===== config.mk =====
export PLATFORM = sky130hd
export DESIGN_NAME = servo_ramp_ctrl
export DESIGN_NICKNAME = d
export VERILOG_FILES = /design/src/rtl/servo_ramp_ctrl.sv
export SDC_FILE = /design/constraint.sdc
export NUM_CORES = 1
export LEC_CHECK = 0
export ABC_AREA = 1
export ABC_CLOCK_PERIOD_IN_PS = 4890
export BUFFER_PORTS_ARGS = -buffer_cell sky130_fd_sc_hd__buf_4
export CORE_MARGIN = 2
export CORE_UTILIZATION = 50
export DETAILED_ROUTE_END_ITERATION = 8
export PLACE_DENSITY = 0.72
export REMOVE_ABC_BUFFERS = 1
export SETUP_SLACK_MARGIN = 0.05
export SYNTH_ARGS = -nofsm -noshare
export SYNTH_HDL_FRONTEND = slang
export SYNTH_SLANG_ARGS = --single-unit

===== constraint.sdc =====
create_clock -name clk -period 4.89 [get_ports clk]
set_input_delay 0.7335 -clock clk [delete_from_list [all_inputs] [get_ports clk]]
set_output_delay 0.7335 -clock clk [all_outputs]
set_load 0.1 [all_outputs]

===== src/rtl/servo_ramp_ctrl.sv =====
// Multi-channel servo duty slew-rate limiter: each channel walks duty_out toward
// a clamped target by STEP counts every duty_gap clocks, with snap and global hold.
module servo_ramp_ctrl #(
  parameter int unsigned NCH        = 4,
  parameter int unsigned W          = 20,
  parameter int unsigned GAP_W      = 12,
  parameter int unsigned STEP       = 1,
  parameter int unsigned DUTY_MIN   = 25000,
  parameter int unsigned DUTY_MAX   = 125000,
  parameter int unsigned RESET_DUTY = 75000
) (
  input  logic                 clk,
  input  logic                 rst_n,
  input  logic [NCH*W-1:0]     duty_need,
  input  logic [NCH*GAP_W-1:0] duty_gap,
  input  logic [NCH-1:0]       snap,
  input  logic                 hold,
  output logic [NCH*W-1:0]     duty_out,
  output logic [NCH-1:0]       settled,
  output logic                 all_settled
);

  localparam logic [W-1:0] LP_MIN   = W'(DUTY_MIN);
  localparam logic [W-1:0] LP_MAX   = W'(DUTY_MAX);
  localparam logic [W-1:0] LP_RESET = W'(RESET_DUTY);
  localparam logic [W:0]   LP_STEP  = (W+1)'(STEP);

  for (genvar g = 0; g < NCH; g++) begin : g_ch
    logic [W-1:0]     w_need;
    logic [W-1:0]     w_tgt;
    logic [GAP_W-1:0] w_gap;
    logic [GAP_W-1:0] w_gap_last;
    logic             w_up;
    logic [W:0]       w_diff;
    logic [W:0]       w_delta;
    logic [W:0]       w_next;
    logic [W-1:0]     r_duty;
    logic [GAP_W-1:0] r_cnt;

    assign w_need = duty_need[g*W +: W];
    assign w_gap  = duty_gap[g*GAP_W +: GAP_W];

    always_comb begin
      w_tgt = w_need;
      if (w_need < LP_MIN)      w_tgt = LP_MIN;
      else if (w_need > LP_MAX) w_tgt = LP_MAX;
    end

    // A gap of 0 behaves like 1: the step fires whenever the counter is 0.
    assign w_gap_last = (w_gap == '0) ? '0 : w_gap - GAP_W'(1);

    // Direction comes from the live target so a mid-ramp reversal takes effect
    // on the very next step; delta is limited so the step cannot overshoot.
    always_comb begin
      w_up    = (w_tgt > r_duty);
      w_diff  = w_up ? ({1'b0, w_tgt} - {1'b0, r_duty}) : ({1'b0, r_duty} - {1'b0, w_tgt});
      w_delta = (w_diff < LP_STEP) ? w_diff : LP_STEP;
      w_next  = w_up ? ({1'b0, r_duty} + w_delta) : ({1'b0, r_duty} - w_delta);
    end

    always_ff @(posedge clk or negedge rst_n) begin
      if (!rst_n) begin
        r_duty <= LP_RESET;
        r_cnt  <= '0;
      end else if (snap[g]) begin
        r_duty <= w_tgt;
        r_cnt  <= '0;
      end else if (hold) begin
        r_duty <= r_duty;
        r_cnt  <= r_cnt;
      end else if (r_duty == w_tgt) begin
        r_cnt  <= '0;
      end else if (r_cnt == w_gap_last) begin
        r_cnt  <= '0;
        r_duty <= w_next[W-1:0];
      end else begin
        r_cnt  <= r_cnt + GAP_W'(1);
      end
    end

    assign duty_out[g*W +: W] = r_duty;
    assign settled[g]         = (r_duty == w_tgt);
  end

  assign all_settled = &settled;

endmodule


==> results of run 1 <==
-- cell families after synthesis --
kind of cell,Yosys count
xor gates and xnor gates,165
other,2
AOI/OAI and AO/OA,665
adders and majority gates,260
and+or+nand+nor,2312
buffers and inverters,779
DFF,128
-- layer usage --
metal,track usage,overflow
met5,0.433,1
met4,0.721,73
met3,0.623,8
met2,0.928,94
met1,0.768,8
-- stage by stage --
step | cells | utilization | worst slack, ps | setup TNS, ps | cell area, um2
after CTS | 6330 | 0.832 | -909 | -31430 | 40700
after detailed placement | 6122 | 0.702 | -2330 | -125610 | 34400
after global placement | 6122 | 0.702 | -2260 | -116810 | 34400
after floorplan | 4248 | - | -1790 | -88720 | 24400
-- timing repair --
| item | in CTS |
|---|---|
| hold buffers | 0 |
| pin swaps | 375 |
| gates cloned | 5 |
| resized for setup | 1089 |
| hold endpoints to repair | 0 |
| endpoints found under the setup margin | 77 |
| setup buffers | 199 |
==> impl_metrics.csv, run 1 <==
group,metric,value,unit
synth,synthDistinctLibCells,62,
place,dp_hpwl,78700,um
synth,seq_area_frac_synth,0.131,
synth,synth_seq_cells,128,
synth,synth_flop_cell,"dfrtp_1",
synth,syn-cell-area,24800,um2
synth,synth_top_family_by_area,"simple AND/OR/NAND/NOR gates",
clock_tree,clkSinkCount,128,
synth,yosysWarnings,0,
outcome,error_line,"[ERROR GRT-0232] Routing congestion too high. Check the congestion heatmap in the GUI.",
synth,syn_inst,4311,
synth,synth_area_leaders,"nand2_1, ha_1, inv_1",
synth,muxShareOfSynthArea,0,
clock_tree,cts_root_buf,"clkbuf_16",
floorplanning,row_count,81,
place,place_congestion,1.05,
place,io_buffers,219,
clock_tree,cts_made_buffers,17,
floorplanning,chipHeight,227,um
synth,synthAdderAreaFrac,0.135,
synth,synth_top_cell_by_area,"nand2_1",
clock_tree,htreeDepth,4,
synth,yosys.area_share.simple,0.404,
floorplanning,io-pin-count,220,
floorplanning,fp.dieW,227,um
synth,synth_most_common_cell,"nand2_1",
sta,grt-worst-endpoint,"g_ch[0].r_duty[19]$_DFFE_PN0P_/D",
sta,worstEndpointType,"register data pin",
clock_tree,cts_buffer_depth,2,
synth,async_flop_share,1.00,
global_routing,grt_max_degree,70,
global_routing,grt_usage,0.766,
global_routing,overflow,184,
outcome,status,"stopped before the end",
floorplanning,initial_utilization,0.506,
synth,synth-compound-area-share,0.146,
synth,synth_xor_area_frac,0.0583,
synth,synth_top_area_share,0.204,
outcome,haltStage,"global routing (5_1_grt)",
synth,synthTopCellsByCount,"nand2_1, inv_1, nor2_1",
synth,synth.avg_cell_area,5.75,um2
synth,synth-edff-count,0,
==> run 2: changes to the inputs <==
==> config.mk (replaced) <==
export PLATFORM = sky130hd
export DESIGN_NAME = servo_ramp_ctrl
export DESIGN_NICKNAME = d
export VERILOG_FILES = /design/src/rtl/servo_ramp_ctrl.sv
export SDC_FILE = /design/constraint.sdc
export NUM_CORES = 1
export LEC_CHECK = 0
export ABC_AREA = 1
export ABC_CLOCK_PERIOD_IN_PS = 6400
export BUFFER_PORTS_ARGS = -buffer_cell sky130_fd_sc_hd__buf_4
export CORE_MARGIN = 2
export CORE_UTILIZATION = 35
export DETAILED_ROUTE_END_ITERATION = 8
export PLACE_DENSITY_LB_ADDON = 0.15
export REMOVE_ABC_BUFFERS = 1
export SYNTH_ARGS = -nofsm -noshare
export SYNTH_HDL_FRONTEND = slang
export SYNTH_SLANG_ARGS = --single-unit
==> constraint.sdc (replaced) <==
create_clock -name clk -period 6.4 [get_ports clk]
set_input_delay 0.96 -clock clk [delete_from_list [all_inputs] [get_ports clk]]
set_output_delay 0.96 -clock clk [all_outputs]
set_load 0.1 [all_outputs]
==> impl_metrics.csv, run 2 <==
group,metric,value,unit
outcome,status,"complete, no violations",
sta,setup_viol,0,
sta,worst_slew_pin_slew,1140,ps
critical_path,crit_path_max_fanout,7,
global_routing,antenna_found_initial,2,
critical_path,crit_cells,44,
critical_path,start_kind,"input pin",
critical_path,critPathKind,"in -> reg",
final_layout,stdcell_count,6373,
final_layout,drive_gt1_frac,0.315,
synth,synth_seq_cells,128,
global_routing,grt_pass1_vias,29400,
clock_tree,cts_made_buffers,17,
synth,syn-cell-area,24800,um2
final_layout,stdcell_area,37000,um2
drt,viasPerCell,4.86,
clock_tree,clkSinkCount,128,
drt,via_count,31000,
flow_run,cap_violations,0,
drt,antenna_left,0,
drt,totalWireLength,97300,um
pwr,p_leak,0.0198,uW
critical_path,ff2ff_setup_slack,1220,ps
floorplanning,chipHeight,270,um
sta,relSlewSlack,0.236,
critical_path,path_delay_family,"simple AND/OR/NAND/NOR gates",
drt,wl_per_cell,15.3,um
sta,maxClockFrequency,161,MHz
clock_tree,cts_buffer_depth,2,
clock_tree,cts_tree,"done",
global_routing,grt_pass1_wl,151000,um
place,dpl_worst_slack,-956,ps
critical_path,r2r_cells,35,
synth,synth_top_area_share,0.204,
critical_path,cp.required,6820,ps
clock_tree,clk_pin_slew,70,ps
synth,syn_inst,4311,
final_layout,nets,5814,
final_layout,regMostFlops,"g_ch.r_duty",
critical_path,cpPeakStageDelay,320,ps
clock_tree,htreeDepth,4,
global_routing,grt_max_degree,57,
critical_path,r2r-start,"g_ch[1].r_duty[16]$_DFFE_PN1P_",
synth,seq_area_frac_synth,0.131,
floorplanning,initial_utilization,0.354,
final_layout,final_common_cell,"nand2_1",
clock_tree,clk_latency,500,ps
floorplanning,fp.coreArea,70000,um2
place,place_congestion,0.964,
floorplanning,row_count,97,
synth,yosysWarnings,0,
final_layout,layout-area-overhead-vs-synth,49.2,%
pwr,ir_drop,443,uV
critical_path,crit_slowest_cell,"or2_2",
place,dpl_cell_area,33900,um2
sta,fin_crit_sh,0.971,
synth,synth.avg_cell_area,5.75,um2
synth,synthTopCellsByCount,"nand2_1, inv_1, nor2_1",
synth,async_flop_share,1.00,
place,dp_hpwl,81100,um
sta,finalMaxSlewViolations,0,
final_layout,largest_register_ffs,80,
final_layout,reg_top3,"g_ch.r_duty x80, g_ch.r_cnt x48",
place,io_buffers,219,
sta,fin_ws,189,ps
clock_tree,cts_root_buf,"clkbuf_16",
synth,synth_top_cell_by_area,"nand2_1",
sta,final-hold-violation-count,0,
floorplanning,io-pin-count,220,
synth,synth_flop_cell,"dfrtp_1",
sta,holdWs,300,ps
synth,synthDistinctLibCells,62,
global_routing,grt_usage,0.256,
sta,post-route-min-period,6210,ps
synth,synth_most_common_cell,"nand2_1",
critical_path,crit_top_cell,"nand2_1",
place,dp_cells,6303,
synth,synth-edff-count,0,
floorplanning,die_area,72900,um2
drt,drc,0,
critical_path,end_kind,"flop",
drt,dr.pass1.iters,6,
sta,clock_skew,9.91,ps
synth,synth_area_leaders,"nand2_1, ha_1, inv_1",
global_routing,overflow,0,
final_layout,final_cell_mix,"nand2_1, buf_4, inv_1",
pwr,powerDensity,370,nW/um2
worst_hold_path,min_path_type,"in -> async",
critical_path,cp_num_buf_inv,12,
floorplanning,fp.dieW,270,um
sta,grt_setup_unrepaired,"yes",
drt,first_iter_violations,1743,
critical_path,crit_arrival,6640,ps
critical_path,reg2reg_to,"g_ch[1].r_duty[15]$_DFFE_PN0P_",
## run 2: cell counts after synthesis
Identical to the previous run, type by type.
## run 2: final cells by class
type	count	area, um2
Tap cell	940	1180
Timing Repair Buffer	1152	8770
Clock inverter	13	163
Clock buffer	18	439
Inverter	690	2630
Fill cell	7203	33100
Antenna cell	2	5.00
Sequential cell	128	3240
Multi-Input combinational cell	3430	20500
## run 2: through the flow
| step | setup TNS (ps) | util | power (uW) |
|---|---|---|---|
| 3_5_place_dp | -32960 | 0.485 | 11600 |
| 4_1_cts | 0 | 0.496 | 12800 |
| 2_1_floorplan | -4100 | - | 7170 |
| 3_3_place_gp | -32300 | 0.485 | 11600 |
| 5_1_grt | -901 | 0.528 | 14800 |
| 6_report | 0 | 0.528 | 13700 |
## run 2: timing repair
action                     4_1_cts  5_1_grt
hold buffers                     0        0
resized for setup               62      469
pin swaps                        4      144
buffers inserted                 1       37
setup endpoints to repair       36       56
## run 2: worst max path at each step
stage,startpoint,to,slack [ps]
global route,duty_need[69],g_ch[3].r_duty[18]$_DFFE_PN0P_,-140
global placement,duty_need[70],g_ch[3].r_duty[18]$_DFFE_PN0P_,-1010
finish,duty_need[69],g_ch[3].r_duty[10]$_DFFE_PN1P_,190
CTS,duty_need[50],g_ch[2].r_duty[12]$_DFFE_PN0P_,2
detailed placement,duty_need[70],g_ch[3].r_duty[18]$_DFFE_PN0P_,-960
floorplan,duty_need[70],all_settled,-740
## run 2: power breakdown
| part | total, uW | internal, uW | switching, uW |
|---|---|---|---|
| sequential | 1290 | 1000 | 287 |
| clock | 1070 | 619 | 455 |
| combinational | 11300 | 4830 | 6470 |
| total | 13700 | 6460 | 7210 |
## run 2: routing by layer
layer,vias to the layer above,part of all wire,routed length (um),global-route usage
met5,-,0,0,0
met4,0,0.023,2260,0.0749
met3,114,0.036,3530,0.0287
met2,601,0.46,45200,0.424
met1,14200,0.48,46300,0.349
li1,16000,-,-,-
## run 2: logic make-up (layout without fill, tap and decap cells)
| logic type | Yosys count | after routing | share of synthesized area |
|---|---|---|---|
| other cells | 2 | 30 | 0.000303 |
| fa+ha+maj | 260 | 260 | 0.135 |
| simple gates | 2312 | 2312 | 0.404 |
| compound gates | 665 | 665 | 0.146 |
| xor+xnor | 165 | 165 | 0.0583 |
| buf+inv | 779 | 1873 | 0.125 |
| flops | 128 | 128 | 0.131 |
## run 2: worst reg2reg max path: cells and delay by family (launching register included)
| family | cells | cell delay, ps |
|---|---|---|
| AND/OR/NAND/NOR | 17 | 1660 |
| AO/OA/AOI/OAI | 9 | 1270 |
| adder cells (fa/ha/maj) | 3 | 810 |
| buffers and inverters | 6 | 720 |
| flip-flops | 1 | 600 |
No activity file was read; power rests on OpenSTA's default activity.
==> run 3: changes to the inputs <==
--- a/config.mk
+++ b/config.mk
@@ -8,6 +8,8 @@
 export ABC_AREA = 1
 export ABC_CLOCK_PERIOD_IN_PS = 6400
 export BUFFER_PORTS_ARGS = -buffer_cell sky130_fd_sc_hd__buf_4
+export CELL_PAD_IN_SITES_DETAIL_PLACEMENT = 1
+export CELL_PAD_IN_SITES_GLOBAL_PLACEMENT = 1
 export CORE_MARGIN = 2
 export CORE_UTILIZATION = 35
 export DETAILED_ROUTE_END_ITERATION = 8
==> impl_metrics.csv, run 3 (synthesis results as in run 2) <==
group,metric,value,unit
outcome,status,"finished, violations left",
outcome,violations,"setup timing",
place,dp_hpwl,92700,um
sta,relSlewSlack,0.356,
final_layout,final_common_cell,"nand2_1",
critical_path,crit_path_max_fanout,4,
critical_path,r2r_cells,35,
sta,setup_viol,1,
pwr,p_int,6780,uW
drt,dr.pass1.iters,5,
clock_tree,cts_root_buf,"clkbuf_16",
drt,wl_per_cell,19.0,um
global_routing,grt_pass1_vias,33500,
final_layout,largest_register_ffs,80,
final_layout,layout-area-overhead-vs-synth,53.2,%
critical_path,path_delay_family,"compound AO/OA/AOI/OAI gates",
global_routing,met2_usage,0.510,
clock_tree,clkSinkCount,128,
worst_hold_path,min_path_type,"in -> async",
sta,grt_setup_unrepaired,"yes",
drt,via_count,33500,
final_layout,final_cell_mix,"nand2_1, buf_4, inv_1",
final_layout,nets,5863,
critical_path,crit_top_cell,"nand2_1",
flow_run,cap_violations,0,
critical_path,r2r-start,"g_ch[3].r_duty[17]$_DFFE_PN0P_",
critical_path,critPathKind,"in -> reg",
sta,holdWs,448,ps
critical_path,crit_arrival,6870,ps
sta,finalMaxSlewViolations,0,
pwr,combPwrFrac,0.838,
sta,clock_skew,17.2,ps
global_routing,grt_pass1_wl,175000,um
global_routing,grt_max_degree,79,
clock_tree,htreeDepth,4,
pwr,p_leak,0.0201,uW
final_layout,reg_top3,"g_ch.r_duty x80, g_ch.r_cnt x48",
drt,totalWireLength,122000,um
sta,fin_ws,-54.5,ps
pwr,power.switching,8020,uW
floorplanning,row_count,97,
sta,finalSetupTns,-54.5,ps
clock_tree,cts_made_buffers,17,
sta,post-route-min-period,6450,ps
critical_path,start_kind,"input pin",
drt,antenna_left,0,
global_routing,grt_util_met3,0.0272,
global_routing,grt-busiest-layer,"met2",
clock_tree,clk_latency,500,ps
final_layout,nFillCells,9559,
clock_tree,cts_buffer_depth,2,
floorplanning,die_area,72900,um2
final_layout,drive_gt1_frac,0.344,
drt,first_iter_violations,1824,
drt,drc,0,
clock_tree,cts_hold_buffers,0,
critical_path,ff2ff_setup_slack,1050,ps
clock_tree,cts_tree,"done",
pwr,ir_drop,412,uV
critical_path,crit_slowest_cell,"o31a_1",
place,dp_cells,6311,
final_layout,stdcell_count,6421,
floorplanning,initial_utilization,0.354,
global_routing,overflow,0,
pwr,switching_share,0.542,
global_routing,grt_usage,0.295,
floorplanning,fp.dieW,270,um
critical_path,cp_num_buf_inv,9,
pwr,power_frac_seq,0.088,
sta,maxClockFrequency,155,MHz
global_routing,global_route.usage.met1,0.387,
critical_path,cp.required,6810,ps
global_routing,antenna_found_initial,1,
pwr,powerDensity,390,nW/um2
floorplanning,chipHeight,270,um
pwr,p_clk_frac,0.074,
critical_path,reg2reg_to,"g_ch[3].r_duty[9]$_DFFE_PN0P_",
drt,viasPerCell,5.22,
critical_path,cpPeakStageDelay,370,ps
final_layout,n_antenna_cell,0,
floorplanning,fp.coreArea,70000,um2
sta,fin_crit_sh,1.01,
final_layout,regMostFlops,"g_ch.r_duty",
sta,final-hold-violation-count,0,
sta,worst_slew_pin_slew,966,ps
critical_path,end_kind,"flop",
clock_tree,clk_pin_slew,70,ps
place,io_buffers,219,
floorplanning,io-pin-count,220,
place,place_congestion,0.971,
-- run 3: cell count changes in the layout (fill, tap and decap cells not counted), sizes merged --
cell | before | now
buf | 1152 | 1197
clkinv | 10 | 7
inv | 685 | 689
diode | 2 | 0
nand2 | 1371 | 1372
clkbuf | 18 | 22
clkinvlp | 5 | 4
-- run 3: timing repair --
item | CTS | global route
setup endpoints to repair | 50 | 61
buffers inserted | 9 | 65
gates resized for setup | 101 | 594
cloned | 1 | 3
endpoints found under the hold margin | 0 | 0
pin swaps | 14 | 188
-- run 3: worst max path at each step --
stage / cells after the start / slack [ps] / startpoint / end
6_report: 42 / -50 / duty_need[22] / g_ch[1].r_duty[9]$_DFFE_PN0P_
5_1_grt: 42 / -370 / duty_need[22] / g_ch[1].r_duty[9]$_DFFE_PN0P_
4_1_cts: 42 / 4 / duty_need[22] / g_ch[1].r_duty[14]$_DFFE_PN0P_
3_5_place_dp: 43 / -1020 / duty_need[70] / g_ch[3].r_duty[18]$_DFFE_PN0P_
3_3_place_gp: 40 / -770 / duty_need[70] / g_ch[3].r_duty[17]$_DFFE_PN0P_
2_1_floorplan: 16 / -740 / duty_need[70] / all_settled
-- run 3: power by group through the flow --
stage	clock network, uW	registers, uW	logic, uW
2_1_floorplan	0	2160	5010
3_3_place_gp	0	1280	10500
3_5_place_dp	0	1280	10700
4_1_cts	1120	1270	10900
5_1_grt	1150	1320	13400
6_report	1100	1300	12400
-- run 3: cell type report --
class / instances / area (um2) / area share
Tap cell: 940 / 1180 / 0.0310
Sequential cell: 128 / 3240 / 0.0854
Clock buffer: 20 / 437 / 0.0115
Inverter: 690 / 2630 / 0.0693
Multi-Input combinational cell: 3431 / 21100 / 0.556
Timing Repair inverter: 1 / 6.26 / 0.000165
Clock inverter: 12 / 159 / 0.00419
Timing Repair Buffer: 1199 / 9210 / 0.243
-- run 3: layer usage --
| layer | part of all wire | up-vias |
|---|---|---|
| met1 | 0.44 | 16100 |
| li1 | - | 16100 |
| met2 | 0.49 | 924 |
| met3 | 0.042 | 279 |
| met5 | 0 | - |
| met4 | 0.036 | 0 |
-- run 3: per-stage QoR --
stage	util	power [uW]	instance area (um2)	worst slack (ps)
final	0.542	14800	38000	-54.5
after global routing	0.542	15900	38000	-367
after CTS	0.500	13300	35000	3.96
after detailed placement	0.486	12000	34000	-1020
after global placement	0.486	11700	34000	-772
after floorplan	-	7170	24400	-736
